File: src/rtl/fetch_if.sv
// Fetch-stage bus: instruction-memory port, redirect input and decode handshake.
interface fetch_if;
  logic [31:0] imem_addr;
  logic [31:0] imem_instr;
  logic        redirect_valid;
  logic [31:0] redirect_pc;
  logic        if_valid;
  logic [31:0] if_instr;
  logic [31:0] if_pc;
  logic        id_ready;

  modport master (
    output imem_addr,
    input  imem_instr,
    input  redirect_valid,
    input  redirect_pc,
    output if_valid,
    output if_instr,
    output if_pc,
    input  id_ready
  );

  modport slave (
    input  imem_addr,
    output imem_instr,
    output redirect_valid,
    output redirect_pc,
    input  if_valid,
    input  if_instr,
    input  if_pc,
    output id_ready
  );
endinterface

File: src/rtl/fetch_stage.sv
// Instruction-fetch stage: PC register plus a 2-entry {pc, instr} buffer toward decode.
// Optional macro FETCH_PERF_EN enables the fetch_cnt push counter (tied to 0 otherwise).
module fetch_stage #(
  parameter logic [31:0] RESET_PC   = 32'h0000_0000,
  parameter int          FIFO_DEPTH = 2
) (
  input  logic        clk,
  input  logic        rst_n,
  input  logic        fetch_en,
  output logic [31:0] fetch_cnt,
  fetch_if.master     bus
);

  localparam logic [1:0]  FULL_CNT  = 2'(FIFO_DEPTH);
  localparam logic [31:0] NOP_INSTR = 32'h0000_0013;

  logic [31:0] pc_r;
  logic [31:0] pc_mem_r    [2];
  logic [31:0] instr_mem_r [2];
  logic        rd_ptr_r;
  logic        wr_ptr_r;
  logic [1:0]  count_r;
  logic        pop_s;
  logic        push_s;
  logic        unused_s;

  // Handshake decode: a slot frees up in the same cycle the head is popped.
  always_comb begin
    pop_s  = (count_r != 2'd0) && bus.id_ready;
    push_s = fetch_en && !bus.redirect_valid && ((count_r < FULL_CNT) || pop_s);
  end

  // Head outputs come from buffer registers only, never from imem_instr.
  assign bus.imem_addr = pc_r;
  assign bus.if_valid  = (count_r != 2'd0);
  assign bus.if_instr  = instr_mem_r[rd_ptr_r];
  assign bus.if_pc     = pc_mem_r[rd_ptr_r];
  assign unused_s      = ^bus.redirect_pc[1:0];

  // PC and circular buffer state; redirect flushes and overrides any push.
  always_ff @(posedge clk) begin
    if (!rst_n) begin
      pc_r           <= RESET_PC;
      rd_ptr_r       <= 1'b0;
      wr_ptr_r       <= 1'b0;
      count_r        <= 2'd0;
      pc_mem_r[0]    <= 32'h0000_0000;
      pc_mem_r[1]    <= 32'h0000_0000;
      instr_mem_r[0] <= NOP_INSTR;
      instr_mem_r[1] <= NOP_INSTR;
    end else if (bus.redirect_valid) begin
      pc_r     <= {bus.redirect_pc[31:2], 2'b00};
      rd_ptr_r <= 1'b0;
      wr_ptr_r <= 1'b0;
      count_r  <= 2'd0;
    end else begin
      if (push_s) begin
        pc_mem_r[wr_ptr_r]    <= pc_r;
        instr_mem_r[wr_ptr_r] <= bus.imem_instr;
        wr_ptr_r              <= ~wr_ptr_r;
        pc_r                  <= pc_r + 32'd4;
      end
      if (pop_s) begin
        rd_ptr_r <= ~rd_ptr_r;
      end
      case ({push_s, pop_s})
        2'b10:   count_r <= count_r + 2'd1;
        2'b01:   count_r <= count_r - 2'd1;
        default: count_r <= count_r;
      endcase
    end
  end

`ifdef FETCH_PERF_EN
  logic [31:0] cnt_r;

  // Push counter; survives redirects, cleared only by reset.
  always_ff @(posedge clk) begin
    if (!rst_n) begin
      cnt_r <= 32'h0000_0000;
    end else if (push_s) begin
      cnt_r <= cnt_r + 32'd1;
    end
  end

  assign fetch_cnt = cnt_r;
`else
  assign fetch_cnt = 32'h0000_0000;
`endif

endmodule

File: src/flat_wrapper.sv
// flat-port wrapper written by rule: the top's interface ports become plain ports
module fetch_stage_flat 
#(
  parameter logic [31:0] RESET_PC   = 32'h0000_0000,
  parameter int          FIFO_DEPTH = 2
)
  (clk, rst_n, fetch_en, fetch_cnt, bus_imem_addr, bus_imem_instr, bus_redirect_valid, bus_redirect_pc, bus_if_valid, bus_if_instr, bus_if_pc, bus_id_ready);
  fetch_if bus_i ();
  input  logic clk;
  input  logic rst_n;
  input  logic fetch_en;
  output logic [31:0] fetch_cnt;
  output wire logic [$bits(bus_i.imem_addr)-1:0] bus_imem_addr;
  input wire logic [$bits(bus_i.imem_instr)-1:0] bus_imem_instr;
  input wire logic [$bits(bus_i.redirect_valid)-1:0] bus_redirect_valid;
  input wire logic [$bits(bus_i.redirect_pc)-1:0] bus_redirect_pc;
  output wire logic [$bits(bus_i.if_valid)-1:0] bus_if_valid;
  output wire logic [$bits(bus_i.if_instr)-1:0] bus_if_instr;
  output wire logic [$bits(bus_i.if_pc)-1:0] bus_if_pc;
  input wire logic [$bits(bus_i.id_ready)-1:0] bus_id_ready;
  assign bus_imem_addr = bus_i.imem_addr;
  assign bus_i.imem_instr = bus_imem_instr;
  assign bus_i.redirect_valid = bus_redirect_valid;
  assign bus_i.redirect_pc = bus_redirect_pc;
  assign bus_if_valid = bus_i.if_valid;
  assign bus_if_instr = bus_i.if_instr;
  assign bus_if_pc = bus_i.if_pc;
  assign bus_i.id_ready = bus_id_ready;
  fetch_stage #(.RESET_PC(RESET_PC), .FIFO_DEPTH(FIFO_DEPTH)) u_core (.clk(clk), .rst_n(rst_n), .fetch_en(fetch_en), .fetch_cnt(fetch_cnt), .bus(bus_i));
endmodule
File: config.mk
export PLATFORM = sky130hd
export DESIGN_NAME = fetch_stage_flat
export DESIGN_NICKNAME = d
export VERILOG_FILES = /design/src/rtl/fetch_if.sv /design/src/rtl/fetch_stage.sv /design/src/flat_wrapper.sv
export SDC_FILE = /design/constraint.sdc
export NUM_CORES = 1
export LEC_CHECK = 0
export ABC_CLOCK_PERIOD_IN_PS = 11600
export BUFFER_PORTS_ARGS = -buffer_cell sky130_fd_sc_hd__buf_2
export CAP_MARGIN = 10
export CORE_ASPECT_RATIO = 1.4
export CORE_MARGIN = 10
export CORE_UTILIZATION = 50
export DETAILED_ROUTE_END_ITERATION = 12
export PLACE_DENSITY_LB_ADDON = 0.25
export SLEW_MARGIN = 0
export SYNTH_ARGS = -nofsm -noshare
export SYNTH_HDL_FRONTEND = slang
export SYNTH_SLANG_ARGS = --single-unit
export TNS_END_PERCENT = 100
File: constraint.sdc
create_clock -name clk -period 11.6 [get_ports clk]
set_input_delay 2.32 -clock clk [delete_from_list [all_inputs] [get_ports clk]]
set_output_delay 2.32 -clock clk [all_outputs]
set_load 0.02 [all_outputs]
After elaboration in Yosys (flattened, before gate mapping)
Memory sizes are Yosys's and may differ from the RTL's. A register that Yosys moved wholly into a read port is not among the register bits.
Index checks and enable logic that the tools add are counted.
{"block": "op_classes", "addsub": 3, "n_mul": 0, "mux": 18, "div": 0, "shift": 0, "bitwise": 3, "n_reduce_logical": 11, "n_eq_ne": 2, "order_cmp": 1}
{"op": "$mux 32", "n": 4}
{"op": "$reduce_or 32->1", "n": 2}
{"op": "$add 32x3->32 const B", "n": 1}
{"op": "$mux 1", "n": 13}
{"op": "$reduce_bool 2->1", "n": 3}
{"op": "$pmux 2 s2", "n": 1}
{"op": "$logic_and 1x1->1", "n": 3}
{"op": "$not 1->1", "n": 3}
{"op": "$add 2x1->2 const B", "n": 1}
{"op": "$eq 2x1->1 const B", "n": 1}
{"op": "$eq 2x2->1 const B", "n": 1}
{"op": "$lt 2x2->1 const B", "n": 1}
{"op": "$reduce_or 2->1", "n": 1}
{"op": "$sub 2x1->2 const B", "n": 1}
{"op": "$logic_not 1->1", "n": 1}
{"op": "$logic_or 1x1->1", "n": 1}
{"block": "word_totals", "output_inout_bits": 129, "latch_bits": 0, "ram_bits": 128, "memories": 2, "romBits": 0, "wordCells": 45, "reg_bits": 36}
{"name": "u_core.instr_mem_r", "depth": 2, "width": 32, "rd": 1, "rd_clocked_by_memory_dff": 1, "wr": 2, "line_no": "fetch_stage.sv:19", "rtl": "logic [31:0] instr_mem_r [2];"}
{"name": "u_core.pc_mem_r", "depth": 2, "width": 32, "rd": 1, "rd_clocked_by_memory_dff": 1, "wr": 2, "line_no": "fetch_stage.sv:18", "rtl": "logic [31:0] pc_mem_r [2];"}

Depth between registers and ports, before layout
{"block": "logic_depth", "word_depth": 10, "ltp_mapped": 7}

Worst setup path before layout
No wires, ideal clock.
{"block": "synth_path", "path_kind": "in2reg", "from": "input bus_id_ready", "to": "memory u_core.instr_mem_r[1][0], enable pin", "n_path_buf": 1, "t_arrival_ns": 7.212, "setup_ns": 0.568, "slack_ns": 3.820, "t_required_ns": 11.032, "stages": 4, "cell_sequence": "nand2b_1 -> nand3_1 -> clkbuf_1 -> o21ai_0"}
{"element": "start: declaration", "line_no": "flat_wrapper.sv:20", "rtl": "input wire logic [$bits(bus_i.id_ready)-1:0] bus_id_ready;"}
{"element": "end: declaration", "line_no": "fetch_stage.sv:19"}

==> qor.csv <==
metric;value;unit
setup_violations;0;
period_share;44.17;%
cts_setup_buffers;0;
cp_slowest_cell;nor3_2;
critPathMaxFanout;56;
cts_buffer_depth;2;
p_leak;3.590;nW
crit_arrival;5.27;ns
ctsRootBufferMaster;clkbuf_16;
start_util;50.77;%
areaGrowthSynthToFinish;18.81;%
num_rows;53;
netlist_area;0.007575;mm²
cts_resized;0;
drc;0;
overflow;0;
grt_max_degree;63;
cp-start-kind;input pin;
yosys_warnings;0;
path_cells;buf_2, inv_1, buf_4, nand3_1, nor3_2, buf_4, nand2b_1;
drt-total-wl;17.69;mm
antenna_found_initial;0;
fin_nets;835;
critical_path_class;input pin to flop;
fin_util;60.32;%
finalCriticalPeriod;5.124;ns
peakVddDrop;0.08717;mV
die-area;0.02054;mm²
core-area;0.01492;mm²
io_pins;198;
ys_top_cells_by_area;edfxtp_1 49%, dfxtp_1 9.3%, mux2_2 9.2%, and2_1 9.2%, buf_4 3.7%;
synth.most_common_cell;edfxtp_1;
ys_seq_elements;159;
drt_first_iter_violations;341;
dp.cells;937;
ys_async_sr_fraction;0;%
max_slew_margin;26.20;%
io_buffers;159;
syn_avg_cell_area;12.20;µm²
cp_top_family;simple AND/OR/NAND/NOR gates;
hold_path.class;flop to flop;
hold_ws;0.5250;ns
critPathRequiredTime;11.75;ns
grt_pass1_vias;5409;
cts_tree;built;
seq_area_frac_synth;58.41;%
synth_cell_types;44;
dieHeight;165.6;µm
cp_slowest_stage_delay;1.00;ns
ant_nets;0;
status;finished clean;
finalMaxSlewViolations;0;
die_w;124.0;µm
synth_top_area_share;49.16;%
h-tree-depth;4;
cts.hold.buffers_added;0;
first_pass_iters;4;
fmax;195.2;MHz
dp_hpwl;12.27;mm
n_antenna_cell;0;
clkSlewWorstSetupHoldPaths;0.06;ns
synth_edf_count;124;
gp_congestion;0.8458;
grt_pass1_wl;27.26;mm
worst_pin_slew;1.104;ns
power_density;154.8;mW/mm²
vias;5201;
drv_cap;0;
hold_viol_final;0;
r2r_setup_slack;8.74;ns
grt_use_total;16.84;%
synth_cells;621;
synth_commonest_cells;124 x edfxtp_1, 111 x and2_1, 62 x mux2_2, 37 x buf_4, 35 x dfxtp_1;
end_kind;flop;
crit_buf_inv;4;
yosysTopAreaCell;edfxtp_1;
finalNonFillerCells;969;
finalSetupTns;0;ns
yosys_most_used_dff;edfxtp_1;
clock_sinks;159;
wl_per_cell;18.25;µm
numCtsBuffers;17;
finClkSkew;0.008475;ns
clk_latency;0.41;ns
rsz0062_at_grt;no;
vias_per_cell;5.367;
final_layout_size_suffix_gt1_share;34.62;%
cpMostUsedCell;buf_4;
[per-layer routing]
metal / routed length [µm] / vias up / global-route usage, % / share of wire (%)
li1: - / 2491 / - / -
met1: 7367 / 2486 / 19.84 / 42
met2: 8816 / 207 / 28.62 / 50
met3: 1194 / 17 / 4.457 / 6.8
met4: 307 / 0 / 5.773 / 1.7
met5: 0 / - / 0 / 0
[worst min-delay path, cell delays in order, from the launching register on]
cell and delay [ns]:
dfxtp_1 0.34, o21ai_0 0.08, a21oi_1 0.06
[layout by cell type, fill, tap and decap left out, drive strengths merged, types with 11 or more instances in the layout]
master,instances
o31ai,11
conb,36
nand3,13
and2,114
mux2,62
buf,164
nor2,15
nand4,11
edfxtp,124
o21ai,31
clkbuf,17
nor4,12
dfxtp,35
a31oi,15
nand2,18
[layout make-up]
class | count | area, µm²
clock inverter | 15 | 207.7
timing repair buffer | 164 | 833.3
tap | 192 | 240.2
clock buffer | 17 | 425.4
sequential | 159 | 4425
fill | 1219 | 5921
multi-input combinational | 417 | 2849
inverter | 5 | 18.77
[path summary, 6_finish.rpt]
path	from	to	depth (start not counted)
hold / removal	u_core.count_r[1]$_SDFFE_PP0P_	u_core.count_r[1]$_SDFFE_PP0P_	2
hold reg to reg	u_core.count_r[1]$_SDFFE_PP0P_	u_core.count_r[1]$_SDFFE_PP0P_	2
setup / recovery	bus_redirect_valid	u_core.instr_mem_r[0][0]$_SDFFCE_PN1P_	7
setup reg to reg	u_core.count_r[1]$_SDFFE_PP0P_	u_core.instr_mem_r[0][0]$_SDFFCE_PN1P_	5
[report_power, final]
part	total (W)	internal, W	leakage, nW	switching [W]
Combinational	0.000138	0.0000477	1.71	0.0000899
Clock	0.000592	0.000364	0.304	0.000228
Sequential	0.000664	0.000644	1.58	0.0000199
Total	0.00139	0.00106	3.59	0.000338
[metrics by stage]
step	area [µm²]	worst slack [ns]	power, W
3_5_place_dp	8367	5.983	0.0008142
2_1_floorplan	7706	3.820	0.0007724
5_1_grt	9000	6.137	0.001446
3_3_place_gp	8367	6.065	0.0008090
6_report	9000	6.476	0.001394
4_1_cts	9000	6.426	0.001406
[registers in the layout, summed over array words and instances, names as in the netlist, named ones only]
register	cells
u_core.bus.imem_addr	30
u_core.count_r	2
u_core.instr_mem_r	64
u_core.pc_mem_r	60
u_core.rd_ptr_r	1
u_core.wr_ptr_r	1
[kinds of logic after synthesis]
family | share of synthesized area, %
muxes | 9.217
adders and majority gates | 0.3303
DFF | 58.41
AOI/OAI and AO/OA | 6.112
buffers and inverters | 6.178
xor gates and xnor gates | 1.272
and+or+nand+nor | 18.43
other | 0.04951
Power figures use the tool's default switching activity.
